==> config.mk <==
export PLATFORM = sky130hd
export DESIGN_NAME = mem_port_arbiter
export DESIGN_NICKNAME = d
export VERILOG_FILES = /design/src/rtl/cpu_pkg.sv /design/src/rtl/arb_streak_cnt.sv /design/src/rtl/mem_port_arbiter.sv
export SDC_FILE = /design/constraint.sdc
export NUM_CORES = 1
export LEC_CHECK = 0
export ABC_CLOCK_PERIOD_IN_PS = 4100
export BUFFER_PORTS_ARGS = -buffer_cell sky130_fd_sc_hd__buf_2
export CAP_MARGIN = 20
export CORE_UTILIZATION = 35
export DETAILED_ROUTE_END_ITERATION = 8
export HOLD_SLACK_MARGIN = 0.12
export SYNTH_ARGS = -nofsm -noshare
export SYNTH_HDL_FRONTEND = slang
export SYNTH_SLANG_ARGS = --single-unit
==> constraint.sdc <==
create_clock -name clk -period 4.1 [get_ports clk]
set_input_delay 0 -clock clk [delete_from_list [all_inputs] [get_ports clk]]
set_output_delay 0 -clock clk [all_outputs]
set_load 0.01 [all_outputs]
==> src/rtl/cpu_pkg.sv <==
// Shared CPU definitions: default bus widths, opcode constants and the
// memory-port arbiter state/owner encodings.
package cpu_pkg;

  localparam int ADDR_W_DEF = 11;
  localparam int DATA_W_DEF = 32;

  localparam logic [2:0] OP_LOAD     = 3'd0;
  localparam logic [2:0] OP_STORE    = 3'd1;
  localparam logic [2:0] OP_BRANCH   = 3'd2;
  localparam logic [2:0] OP_ADD      = 3'd3;
  localparam logic [2:0] OP_SUBTRACT = 3'd4;
  localparam logic [2:0] OP_AND      = 3'd5;
  localparam logic [2:0] OP_OR       = 3'd6;
  localparam logic [2:0] OP_NOOP     = 3'd7;

  typedef enum logic [1:0] {
    ST_IDLE  = 2'd0,
    ST_ISSUE = 2'd1,
    ST_WAIT  = 2'd2
  } arb_state_e;

  typedef enum logic {
    OWN_IF = 1'b0,
    OWN_D  = 1'b1
  } arb_owner_e;

endpackage

==> src/rtl/arb_streak_cnt.sv <==
// Saturating count of consecutive data grants taken while fetch was waiting;
// at_max tells the arbiter to hand the next slot to fetch.
module arb_streak_cnt #(
  parameter int MAX_STREAK = 3
) (
  input  logic clk,
  input  logic resetn,
  input  logic inc,
  input  logic clr,
  output logic at_max
);

  localparam logic [2:0] MAX_C = 3'(MAX_STREAK);

  logic [2:0] cnt_q, cnt_d;

  // next count: clear wins over increment, increment saturates
  always_comb begin
    cnt_d = cnt_q;
    if (clr) begin
      cnt_d = 3'd0;
    end else if (inc && (cnt_q != MAX_C)) begin
      cnt_d = cnt_q + 3'd1;
    end else begin
      cnt_d = cnt_q;
    end
  end

  // count register
  always_ff @(posedge clk or negedge resetn) begin
    if (!resetn) begin
      cnt_q <= 3'd0;
    end else begin
      cnt_q <= cnt_d;
    end
  end

  assign at_max = (cnt_q == MAX_C);

endmodule

==> src/rtl/mem_port_arbiter.sv <==
// Shares one memory port between instruction fetch and load/store, one access
// at a time; data has priority, bounded by a streak counter so fetch is served.
module mem_port_arbiter
  import cpu_pkg::*;
#(
  parameter int ADDR_W     = ADDR_W_DEF,
  parameter int DATA_W     = DATA_W_DEF,
  parameter int RD_LAT     = 2,
  parameter int MAX_STREAK = 3
) (
  input  logic              clk,
  input  logic              resetn,
  input  logic              if_req,
  input  logic [ADDR_W-1:0] if_adrs,
  output logic              if_gnt,
  output logic              if_rvalid,
  output logic [DATA_W-1:0] if_rdata,
  input  logic              d_req,
  input  logic              d_we,
  input  logic [ADDR_W-1:0] d_adrs,
  input  logic [DATA_W-1:0] d_wdata,
  output logic              d_gnt,
  output logic              d_rvalid,
  output logic [DATA_W-1:0] d_rdata,
  output logic              mem_re,
  output logic              mem_we,
  output logic [ADDR_W-1:0] mem_adrs,
  output logic [DATA_W-1:0] mem_wdata,
  input  logic [DATA_W-1:0] mem_rdata,
  output logic              busy
);

  localparam logic [2:0] RD_LAT_C = 3'(RD_LAT);

  arb_state_e        state_q, state_d;
  arb_owner_e        owner_q, owner_d;
  logic              is_rd_q, is_rd_d;
  logic [2:0]        cnt_q, cnt_d;
  logic              mem_re_q, mem_re_d, mem_we_q, mem_we_d;
  logic [ADDR_W-1:0] mem_adrs_q, mem_adrs_d;
  logic [DATA_W-1:0] mem_wdata_q, mem_wdata_d;
  logic              if_rvalid_q, if_rvalid_d, d_rvalid_q, d_rvalid_d;
  logic [DATA_W-1:0] if_rdata_q, if_rdata_d, d_rdata_q, d_rdata_d;
  logic              streak_max_s, idle_s, if_win_s;

  // grants are gated by resetn so nothing is accepted while reset is held
  assign idle_s   = (state_q == ST_IDLE) && resetn;
  assign if_win_s = if_req && (!d_req || streak_max_s);
  assign if_gnt   = idle_s && if_win_s;
  assign d_gnt    = idle_s && d_req && !if_win_s;

  arb_streak_cnt #(.MAX_STREAK(MAX_STREAK)) u_streak (
    .clk    (clk),
    .resetn (resetn),
    .inc    (d_gnt && if_req),
    .clr    (if_gnt || (d_gnt && !if_req)),
    .at_max (streak_max_s)
  );

  // next-state, command and read-return logic
  always_comb begin
    state_d     = state_q;
    owner_d     = owner_q;
    is_rd_d     = is_rd_q;
    cnt_d       = cnt_q;
    mem_re_d    = 1'b0;
    mem_we_d    = 1'b0;
    mem_adrs_d  = mem_adrs_q;
    mem_wdata_d = mem_wdata_q;
    if_rvalid_d = 1'b0;
    d_rvalid_d  = 1'b0;
    if_rdata_d  = if_rdata_q;
    d_rdata_d   = d_rdata_q;
    case (state_q)
      ST_IDLE: begin
        if (if_gnt) begin
          state_d    = ST_ISSUE;
          owner_d    = OWN_IF;
          is_rd_d    = 1'b1;
          mem_re_d   = 1'b1;
          mem_adrs_d = if_adrs;
        end else if (d_gnt) begin
          state_d    = ST_ISSUE;
          owner_d    = OWN_D;
          is_rd_d    = !d_we;
          mem_re_d   = !d_we;
          mem_we_d   = d_we;
          mem_adrs_d = d_adrs;
          if (d_we) begin
            mem_wdata_d = d_wdata;
          end else begin
            mem_wdata_d = mem_wdata_q;
          end
        end else begin
          state_d = ST_IDLE;
        end
      end
      ST_ISSUE: begin
        if (is_rd_q) begin
          state_d = ST_WAIT;
          cnt_d   = RD_LAT_C;
        end else begin
          state_d = ST_IDLE;
        end
      end
      ST_WAIT: begin
        // count of 1 marks the cycle in which mem_rdata is valid
        if (cnt_q == 3'd1) begin
          state_d = ST_IDLE;
          if (owner_q == OWN_D) begin
            d_rdata_d  = mem_rdata;
            d_rvalid_d = 1'b1;
          end else begin
            if_rdata_d  = mem_rdata;
            if_rvalid_d = 1'b1;
          end
        end else begin
          cnt_d = cnt_q - 3'd1;
        end
      end
      default: begin
        state_d = ST_IDLE;
      end
    endcase
  end

  // state and datapath registers
  always_ff @(posedge clk or negedge resetn) begin
    if (!resetn) begin
      state_q     <= ST_IDLE;
      owner_q     <= OWN_IF;
      is_rd_q     <= 1'b0;
      cnt_q       <= 3'd0;
      mem_re_q    <= 1'b0;
      mem_we_q    <= 1'b0;
      mem_adrs_q  <= '0;
      mem_wdata_q <= '0;
      if_rvalid_q <= 1'b0;
      d_rvalid_q  <= 1'b0;
      if_rdata_q  <= '0;
      d_rdata_q   <= '0;
    end else begin
      state_q     <= state_d;
      owner_q     <= owner_d;
      is_rd_q     <= is_rd_d;
      cnt_q       <= cnt_d;
      mem_re_q    <= mem_re_d;
      mem_we_q    <= mem_we_d;
      mem_adrs_q  <= mem_adrs_d;
      mem_wdata_q <= mem_wdata_d;
      if_rvalid_q <= if_rvalid_d;
      d_rvalid_q  <= d_rvalid_d;
      if_rdata_q  <= if_rdata_d;
      d_rdata_q   <= d_rdata_d;
    end
  end

  assign mem_re    = mem_re_q;
  assign mem_we    = mem_we_q;
  assign mem_adrs  = mem_adrs_q;
  assign mem_wdata = mem_wdata_q;
  assign if_rvalid = if_rvalid_q;
  assign if_rdata  = if_rdata_q;
  assign d_rvalid  = d_rvalid_q;
  assign d_rdata   = d_rdata_q;
  assign busy      = (state_q != ST_IDLE);

endmodule

# Word level (Yosys, flattened, before mapping)
# Cells that the tools add are included.
totals:
  word_cells: 77
  ff_bits: 121
  out_inout_bits: 114
  in_bits: 91
classes:
  add_sub_neg: 2
  eq_ne: 8
  bitwise_logic: 2
  mux: 28
  reduce_logical: 24
op_table:
  columns: ["cell", "count"]
  rows:
  - ["11-bit two-way mux", 2]
  - ["1-bit two-way mux", 18]
  - ["3-bit two-way mux", 4]
  - ["3-bit AND reduction", 3]
  - ["1-bit logical AND", 8]
  - ["2-bit nonzero test", 4]
  - ["2-bit inequality test, second input constant", 3]
  - ["2-bit case mux with 3 select lines", 1]
  - ["3-bit case mux with 2 select lines", 1]
  - ["1-bit logical NOT", 4]
  - ["2-bit two-way mux", 2]
  - ["4-bit AND reduction", 1]
  - ["3-bit by 1-bit adder with 3-bit output, second input constant", 1]
  - ["3-bit by 1-bit equality test with 1-bit output, second input constant", 1]
  - ["3-bit by 2-bit equality test with 1-bit output, second input constant", 1]
  - ["3-bit by 2-bit inequality test with 1-bit output, second input constant", 1]
  - ["3-bit by 1-bit subtractor with 3-bit output, second input constant", 1]
  - ["2-bit by 1-bit equality test with 1-bit output, second input constant", 1]
  - ["2-bit equality test, second input constant", 1]
  - ["2-bit logical NOT", 1]
  - ["1-bit logical OR", 2]
  - ["1-bit inverter", 2]
  - ["2-bit AND reduction", 1]

# Depth between registers and ports, before layout
# Gate-level depths: netlist of the first run.
logic_depth:
  depth_word: 9
  depth_mapped: 6
  ltp_nobuf: 5

# Hierarchy
# A second synthesis of the first run with hierarchy kept.
unflattened:
  hier_cells: 341
  area_unflattened_um2: 4927.2
modules_own_cells:
  columns: ["module", "seq_area_each_um2", "area_each_um2", "n_inst", "cells_each"]
  rows:
  - ["mem_port_arbiter", 2952.8, 4749.6, 1, 326]
  - ["arb_streak_cnt", 75.1, 177.7, 1, 15]

# Worst setup path before layout of the first run
# No wires, ideal clock.
synth_path:
  kind: "flip-flop to flip-flop"
  startpoint: "reg cnt_q[1]"
  endpoint: "reg if_rdata_q[12] (netlist: if_rdata[12])"
  t_arrival_ns: 1.531
  required_time_ns: 3.975
  slack_ns: 2.444
  setup_time_ns: 0.125
  period_less_slack_ns: 1.656
  stages_incl_launch_ff: 7
  path_buffers: 1
  cell_sequence: "dfrtp_1 > inv_1 > ha_1 > nand2b_1 > nor4_4 > buf_6 > mux2_2"
synth_via:
  elab_chain_len: 2
synth_rtl:
  columns: ["item", "line_no", "text"]
  rows:
  - ["start, declared", "mem_port_arbiter.sv:38", "logic [2:0] cnt_q, cnt_d;"]
  - ["start signal, assigned", "mem_port_arbiter.sv:146", "cnt_q <= cnt_d;"]
  - ["3-bit by 1-bit equality test with 1-bit output", "mem_port_arbiter.sv:108", "if (cnt_q == 3'd1) begin"]
  - ["3-bit AND reduction (no source line)", null, null]
  - ["end signal, assigned", "mem_port_arbiter.sv:153", "if_rdata_q <= if_rdata_d;"]
  - ["end, declared", "mem_port_arbiter.sv:43", "logic [DATA_W-1:0] if_rdata_q, if_rdata_d, d_rdata_q, d_rdata_d;"]
# Every way passes these cells.
# A chain may end at the register's enable or synchronous reset.

# Worst setup path after layout of the first run
layout_path:
  startpoint: "reg u_streak.cnt_q[0]"
  endpoint: "reg mem_adrs_q[4] (netlist: mem_adrs[4])"
layout_via:
  elab_chain_len: 7
  elab_cells_between_ends: 9
  classes_between: "1 x eq/ne; 1 x mux; 7 x reduce/logical"
layout_rtl:
  columns: ["item", "line_no", "text"]
  rows:
  - ["start, declared", "arb_streak_cnt.sv:15", "logic [2:0] cnt_q, cnt_d;"]
  - ["start signal, assigned", "arb_streak_cnt.sv:34", "cnt_q <= cnt_d;"]
  - ["3-bit by 2-bit equality test with 1-bit output *", "arb_streak_cnt.sv:38", "assign at_max = (cnt_q == MAX_C);"]
  - ["1-bit logical OR *", "mem_port_arbiter.sv:48", "assign if_win_s = if_req && (!d_req || streak_max_s);"]
  - ["1-bit logical AND *", "mem_port_arbiter.sv:48", null]
  - ["1-bit logical NOT", "mem_port_arbiter.sv:50", "assign d_gnt = idle_s && d_req && !if_win_s;"]
  - ["1-bit logical AND", "mem_port_arbiter.sv:50", null]
  - ["2-bit nonzero test (no source line)", null, null]
  - ["2-bit AND reduction (no source line)", null, null]
  - ["end signal, assigned", "mem_port_arbiter.sv:149", "mem_adrs_q <= mem_adrs_d;"]
  - ["end, declared", "mem_port_arbiter.sv:40", "logic [ADDR_W-1:0] mem_adrs_q, mem_adrs_d;"]
# Every way passes the cells marked *; elsewhere a longest branch is shown, timed or not.

==> flow_summary.yaml, run 1 <==
final_layout:
  area_growth_pct: 58.2
  nNetsFinal: 723
  drive_gt1_share_pct: 53.4
  utilization_pct: 57.4
  antenna_cells: 0
logic_synthesis:
  synth_top_area_share_pct: 62.6
  yosysTopAreaCell: "dfrtp_1"
  avgSynthCellArea_um2: 15.1
  yosysUniqueCellTypes: 34
  netlist_top_cells_area: "dfrtp_1, mux2_2, o2bb2ai_1"
  ys_seq_elements: 121
  synth.most_common_cell: "dfrtp_1"
  seq_area_frac_synth_pct: 62.6
  syn_area_um2: 4840
  ys.flop_type: "dfrtp_1"
  syn_inst: 320
  syn_nets: 415
  synthTopCellsByCount: "dfrtp_1, mux2_2, o2bb2ai_1"
  yosysWarnings: 0
  synth-edff-count: 0
  async_flop_share_pct: 100
detailed_routing:
  drt-vias-per-instance: 4.74
  drc: 0
  drt_wl_total_um: 12100
  antenna_left: 0
  vias: 3871
  drt_iter0_drc: 168
  drtPass1Iterations: 4
  wire_per_inst_um: 14.8
sta:
  skew_ns: 0.00549
  finalMaxSlewViolations: 0
  max_clock_freq_mhz: 351
  relSlewSlack_pct: 41.2
  rsz0062_at_grt: "false"
  min_period_ns: 2.85
  fin_crit_sh_pct: 69.5
  final_hold_viol_count: 0
  fin_ws_ns: 1.25
  fin_setup_tns_ns: 0
  worstMarginPinSlew_ns: 0.881
  final-setup-viol-count: 0
  whs_ns: 0.157
critical_path:
  cp-start-kind: "flop"
  crit_type: "reg -> reg"
  critPathCapture: "mem_adrs[4]$_DFFE_PN0P_"
  r2r-end: "mem_adrs[4]$_DFFE_PN0P_"
  reg2reg_depth: 7
  arrival_ns: 3.14
  required_ns: 4.39
  cp_max_fo: 13
  reg2reg_slack_ns: 1.25
  end_kind: "flop"
  critical_path.startpoint: "u_streak.cnt_q[0]$_DFFE_PN0P_"
  worstReg2RegStart: "u_streak.cnt_q[0]$_DFFE_PN0P_"
cts:
  clkSlewWorstSetupHoldPaths_ns: 0.06
  worstSkewPairLatency_ns: 0.41
  htreeDepth: 4
  cts_tree: "done"
  clockRootBuffer: "clkbuf_16"
  cts_resized: 0
  clock_path_buffers: 2
  cts_setup_buffers: 0
  cts.sinks: 121
  hold_buffers: 100
  numCtsBuffers: 17
placed_design:
  gp_congestion: 0.805
  port-buffer-count: 204
  dp_hpwl_um: 7590
  dp_slack_ns: 1.75
power:
  power.density_nw_per_um2: 716
  swShare_pct: 30.1
  p_seq_share_pct: 37.3
  clock_power_share_pct: 29.5
  internal-power_w: 0.00383
  combPwrFrac_pct: 33.2
  vdd_ir_drop_max_mv: 0.322
  p_leak_nw: 3.78
  p_sw_w: 0.00165
floorplan:
  coreArea_um2: 13300
  placement_rows: 42
  initial_core_util_pct: 36.3
  die_width_um: 120
  io_pins: 205
  die_area_um2: 14300
  die_h_um: 120
status:
  status: "finished, final reports clean"
run:
  maxCapViolations: 0
global_routing:
  grt_pass1_wl_um: 19700
  grt_max_degree: 84
  grt_overflow_total: 0
  grt_pass1_vias: 4083
  antenna_found_initial: 0
  grtUsageTotal_pct: 17.9
worst_hold_path:
  worstHoldPathType: "in -> reg"
[critical path: stages (launching register included)]
cell	delay, ns
dfrtp_1	0.39
ha_1	0.21
ha_1	0.21
nand2b_1	0.41
a31oi_1	0.28
dlygate4sd3_1	0.57
o2bb2ai_1	0.07
dlygate4sd3_1	0.58
[placed cells by master, fill, tap and decap left out, types with 2 or more instances in the layout]
cell           Yosys  routed
buf_2              6     203
clkinv_4           0       2
dlygate4sd3_1      0     100
inv_1              8       8
clkbuf_16          0      17
mux2_2            95      95
a31oi_1           11      11
a21oi_1            2       2
buf_4              0       4
o21ai_0            4       4
clkinv_2           0       5
bufinv_16          0       5
nor2b_1            4       4
o2bb2ai_1         12      12
nand3_2            1       2
or2_2              2       2
nand2b_1           2       2
dfrtp_1          121     121
ha_1               4       4
nand3b_1           3       3
nand2_1            5       5
o311ai_0          10      10
[power by group through the flow]
stage / clock, W / sequential, W / combinational (W)
2_1_floorplan: 0 / 0.00229 / 0.000681
3_3_place_gp: 0 / 0.00204 / 0.00163
3_5_place_dp: 0 / 0.00205 / 0.00168
4_1_cts: 0.00165 / 0.00205 / 0.00183
5_1_grt: 0.00172 / 0.00213 / 0.00197
6_report: 0.00162 / 0.00205 / 0.00182
[logic make-up after synthesis]
logic type	count (synthesis)	synth area share, %
adders and majority gates	4	1.03
and+or+nand+nor	25	3.59
buffers and inverters	28	3.26
DFF	121	62.6
muxes	97	22.5
AOI/OAI and AO/OA	45	7.01
[metal layers]
| metal | routed length [um] | track usage [%] | vias to the layer above |
|---|---|---|---|
| met5 | 0 | 0 | - |
| met4 | 238 | 8.44 | 0 |
| met3 | 932 | 5.61 | 25 |
| met2 | 5920 | 30.1 | 176 |
| met1 | 5030 | 20.7 | 1878 |
| li1 | - | - | 1792 |
[layout make-up]
| cell class | instances | area [um2] |
|---|---|---|
| Fill cell | 1078 | 5690 |
| Sequential cell | 121 | 3030 |
| Clock inverter | 13 | 200 |
| Inverter | 9 | 33.8 |
| Multi-Input combinational cell | 171 | 1660 |
| Timing Repair Buffer | 308 | 2070 |
| Tap cell | 176 | 220 |
| Clock buffer | 19 | 443 |
[registers in the layout, indices dropped and copies added, names as in the netlist, 2 cells and up]
signal / flops
d_rdata: 32
if_rdata: 32
mem_wdata: 32
mem_adrs: 11
cnt_q: 3
u_streak.cnt_q: 3
state_q: 2
[metrics by stage]
step                cells  total power, W  area, um2
detailed placement    684         0.00373       5990
global placement      684         0.00367       5990
floorplan             320         0.00297       4840
finish                817         0.00548       7660
global route          817         0.00582       7660
CTS                   816         0.00553       7630
[worst min-delay path by stage]
stage                     startpoint                endpoint  cells after the start
after floorplan               resetn    cnt_q[0]$_DFFE_PN0P_                      0
after CTS                      d_req     owner_q$_DFFE_PN0P_                      4
after global placement        resetn     owner_q$_DFFE_PN0P_                      1
final                          d_req     owner_q$_DFFE_PN0P_                      4
after global routing           d_req     owner_q$_DFFE_PN0P_                      4
after detailed placement      resetn  state_q[1]$_DFFE_PN0P_                      1
No activity file was read; power rests on OpenSTA's default activity.
==> run 2: changes to the inputs <==
- ABC_CLOCK_PERIOD_IN_PS: 4100 -> 2600
- clock period: 4.1 -> 2.6 ns (I/O delays scaled with it)
==> run 2 against run 1 <==
Effect of this change: sequential cell count stayed put; combinational power is 53% higher; global-route usage shrank 0.20 points; power grew 56%; cell count is 0.24% higher; utilization hardly changed.
==> flow_summary.yaml, run 2 (synthesis results as in run 1) <==
status:
  status: "finished, final reports clean"
sta:
  final-setup-viol-count: 0
  max_clock_freq_mhz: 424
  final_hold_viol_count: 0
  skew_ns: 0.00782
  rsz0062_at_grt: "false"
  min_period_ns: 2.36
  fin_setup_tns_ns: 0
  fin_crit_sh_pct: 90.8
  finalMaxSlewViolations: 0
  worstMarginPinSlew_ns: 0.956
  fin_ws_ns: 0.240
  relSlewSlack_pct: 36.2
cts:
  cts_tree: "done"
  htreeDepth: 4
  cts_resized: 0
  cts_setup_buffers: 0
  clock_path_buffers: 2
  cts.sinks: 121
  clockRootBuffer: "clkbuf_16"
  hold_buffers: 100
  numCtsBuffers: 17
  clkSlewWorstSetupHoldPaths_ns: 0.06
  worstSkewPairLatency_ns: 0.40
detailed_routing:
  drt_wl_total_um: 12200
  vias: 3859
  drt_iter0_drc: 145
  antenna_left: 0
  drc: 0
  wire_per_inst_um: 14.9
  drt-vias-per-instance: 4.71
  drtPass1Iterations: 4
placed_design:
  port-buffer-count: 204
  gp_congestion: 0.727
  dp_slack_ns: 0.706
  dp.cells: 687
  placed_cell_area_um2: 6010
  dp_hpwl_um: 7520
power:
  combPwrFrac_pct: 32.6
  swShare_pct: 30.2
  clock_power_share_pct: 29.7
  p_leak_nw: 3.77
  p_seq_share_pct: 37.7
  power.density_nw_per_um2: 1110
  vdd_ir_drop_max_mv: 0.628
  internal-power_w: 0.00595
  p_sw_w: 0.00258
critical_path:
  reg2reg_slack_ns: 0.24
  crit_type: "reg -> reg"
  crit_slowest_cell: "dlygate4sd3_1"
  worstReg2RegStart: "u_streak.cnt_q[0]$_DFFE_PN0P_"
  arrival_ns: 2.64
  end_kind: "flop"
  critical_path.startpoint: "u_streak.cnt_q[0]$_DFFE_PN0P_"
  critical_path.top_delay_family: "buffers and inverters"
  reg2reg_depth: 6
  crit_cells: 6
  path_buf_inv: 1
  worst_path_largest_cell_delay_ns: 0.61
  crit_top_cell: "ha_1"
  r2r-end: "mem_adrs[10]$_DFFE_PN0P_"
  critPathCapture: "mem_adrs[10]$_DFFE_PN0P_"
  required_ns: 2.88
  cp_max_fo: 13
  cp-start-kind: "flop"
  crit_chain: "ha_1, ha_1, nand2b_1, a31oi_1, dlygate4sd3_1, o2bb2ai_1"
global_routing:
  grt_pass1_wl_um: 19700
  antenna_found_initial: 0
  grt_overflow_total: 0
  grt_pass1_vias: 4043
  grt_max_degree: 78
  grtUsageTotal_pct: 17.7
run:
  maxCapViolations: 0
floorplan:
  placement_rows: 42
  io_pins: 205
  initial_core_util_pct: 36.3
  die_width_um: 120
  die_h_um: 120
  coreArea_um2: 13300
  die_area_um2: 14300
final_layout:
  drive_gt1_share_pct: 53.5
  nNetsFinal: 725
  area_growth_pct: 58.1
  stdcell_count: 819
  fin_area_um2: 7650
  layout_common_cells: "buf_2, dfrtp_1, dlygate4sd3_1"
  final_common_cell: "buf_2"
  antenna_cells: 0
worst_hold_path:
  worstHoldStart: "d_req"
  hold_depth: 4
  worstHoldPathType: "in -> reg"
[run 2: power groups by stage]
stage / clock (W) / sequential, W / combinational (W)
6_report: 0.00253 / 0.00321 / 0.00278
5_1_grt: 0.00268 / 0.00333 / 0.00301
4_1_cts: 0.00260 / 0.00322 / 0.00279
3_3_place_gp: 0 / 0.00320 / 0.00259
2_1_floorplan: 0 / 0.00361 / 0.00107
3_5_place_dp: 0 / 0.00324 / 0.00266
[run 2: cell type report]
class                           count  area, um2
Timing Repair Buffer              310       2070
Clock buffer                       19        443
Tap cell                          176        220
Clock inverter                     13        200
Sequential cell                   121       3030
Inverter                            9       33.8
Fill cell                        1098       5690
Multi-Input combinational cell    171       1660
[run 2: how the worst min path moves through the flow]
stage                                         end  slack, ns
global route                  owner_q$_DFFE_PN0P_       0.22
finish                        owner_q$_DFFE_PN0P_       0.21
CTS                           owner_q$_DFFE_PN0P_       0.17
global placement    u_streak.cnt_q[2]$_DFFE_PN0P_       0.15
floorplan                    cnt_q[0]$_DFFE_PN0P_      -0.30
detailed placement  u_streak.cnt_q[0]$_DFFE_PN0P_       0.16
[run 2: routing by layer]
layer / GRT usage, % / share of wire [%] / vias to the layer above / wire (um)
met3: 5.42 / 7.4 / 16 / 908
met4: 7.19 / 1.5 / 0 / 182
li1: - / - / 1789 / -
met2: 29.9 / 48 / 176 / 5890
met1: 20.9 / 43 / 1878 / 5220
met5: 0 / 0 / - / 0
[run 2: per-stage QoR]
| stage | utilization (%) | power (W) | hold WS (ns) |
|---|---|---|---|
| 2_1_floorplan | - | 0.00468 | -0.296 |
| 3_3_place_gp | 45.0 | 0.00580 | 0.145 |
| 3_5_place_dp | 45.0 | 0.00590 | 0.156 |
| 4_1_cts | 57.3 | 0.00862 | 0.169 |
| 5_1_grt | 57.3 | 0.00902 | 0.218 |
| 6_report | 57.3 | 0.00853 | 0.212 |
[run 2: worst min-delay path: cells and delay by family]
family,cells,cell delay [ns]
simple gates,2,0.34
buf+inv,1,0.13
compound gates,1,0.10
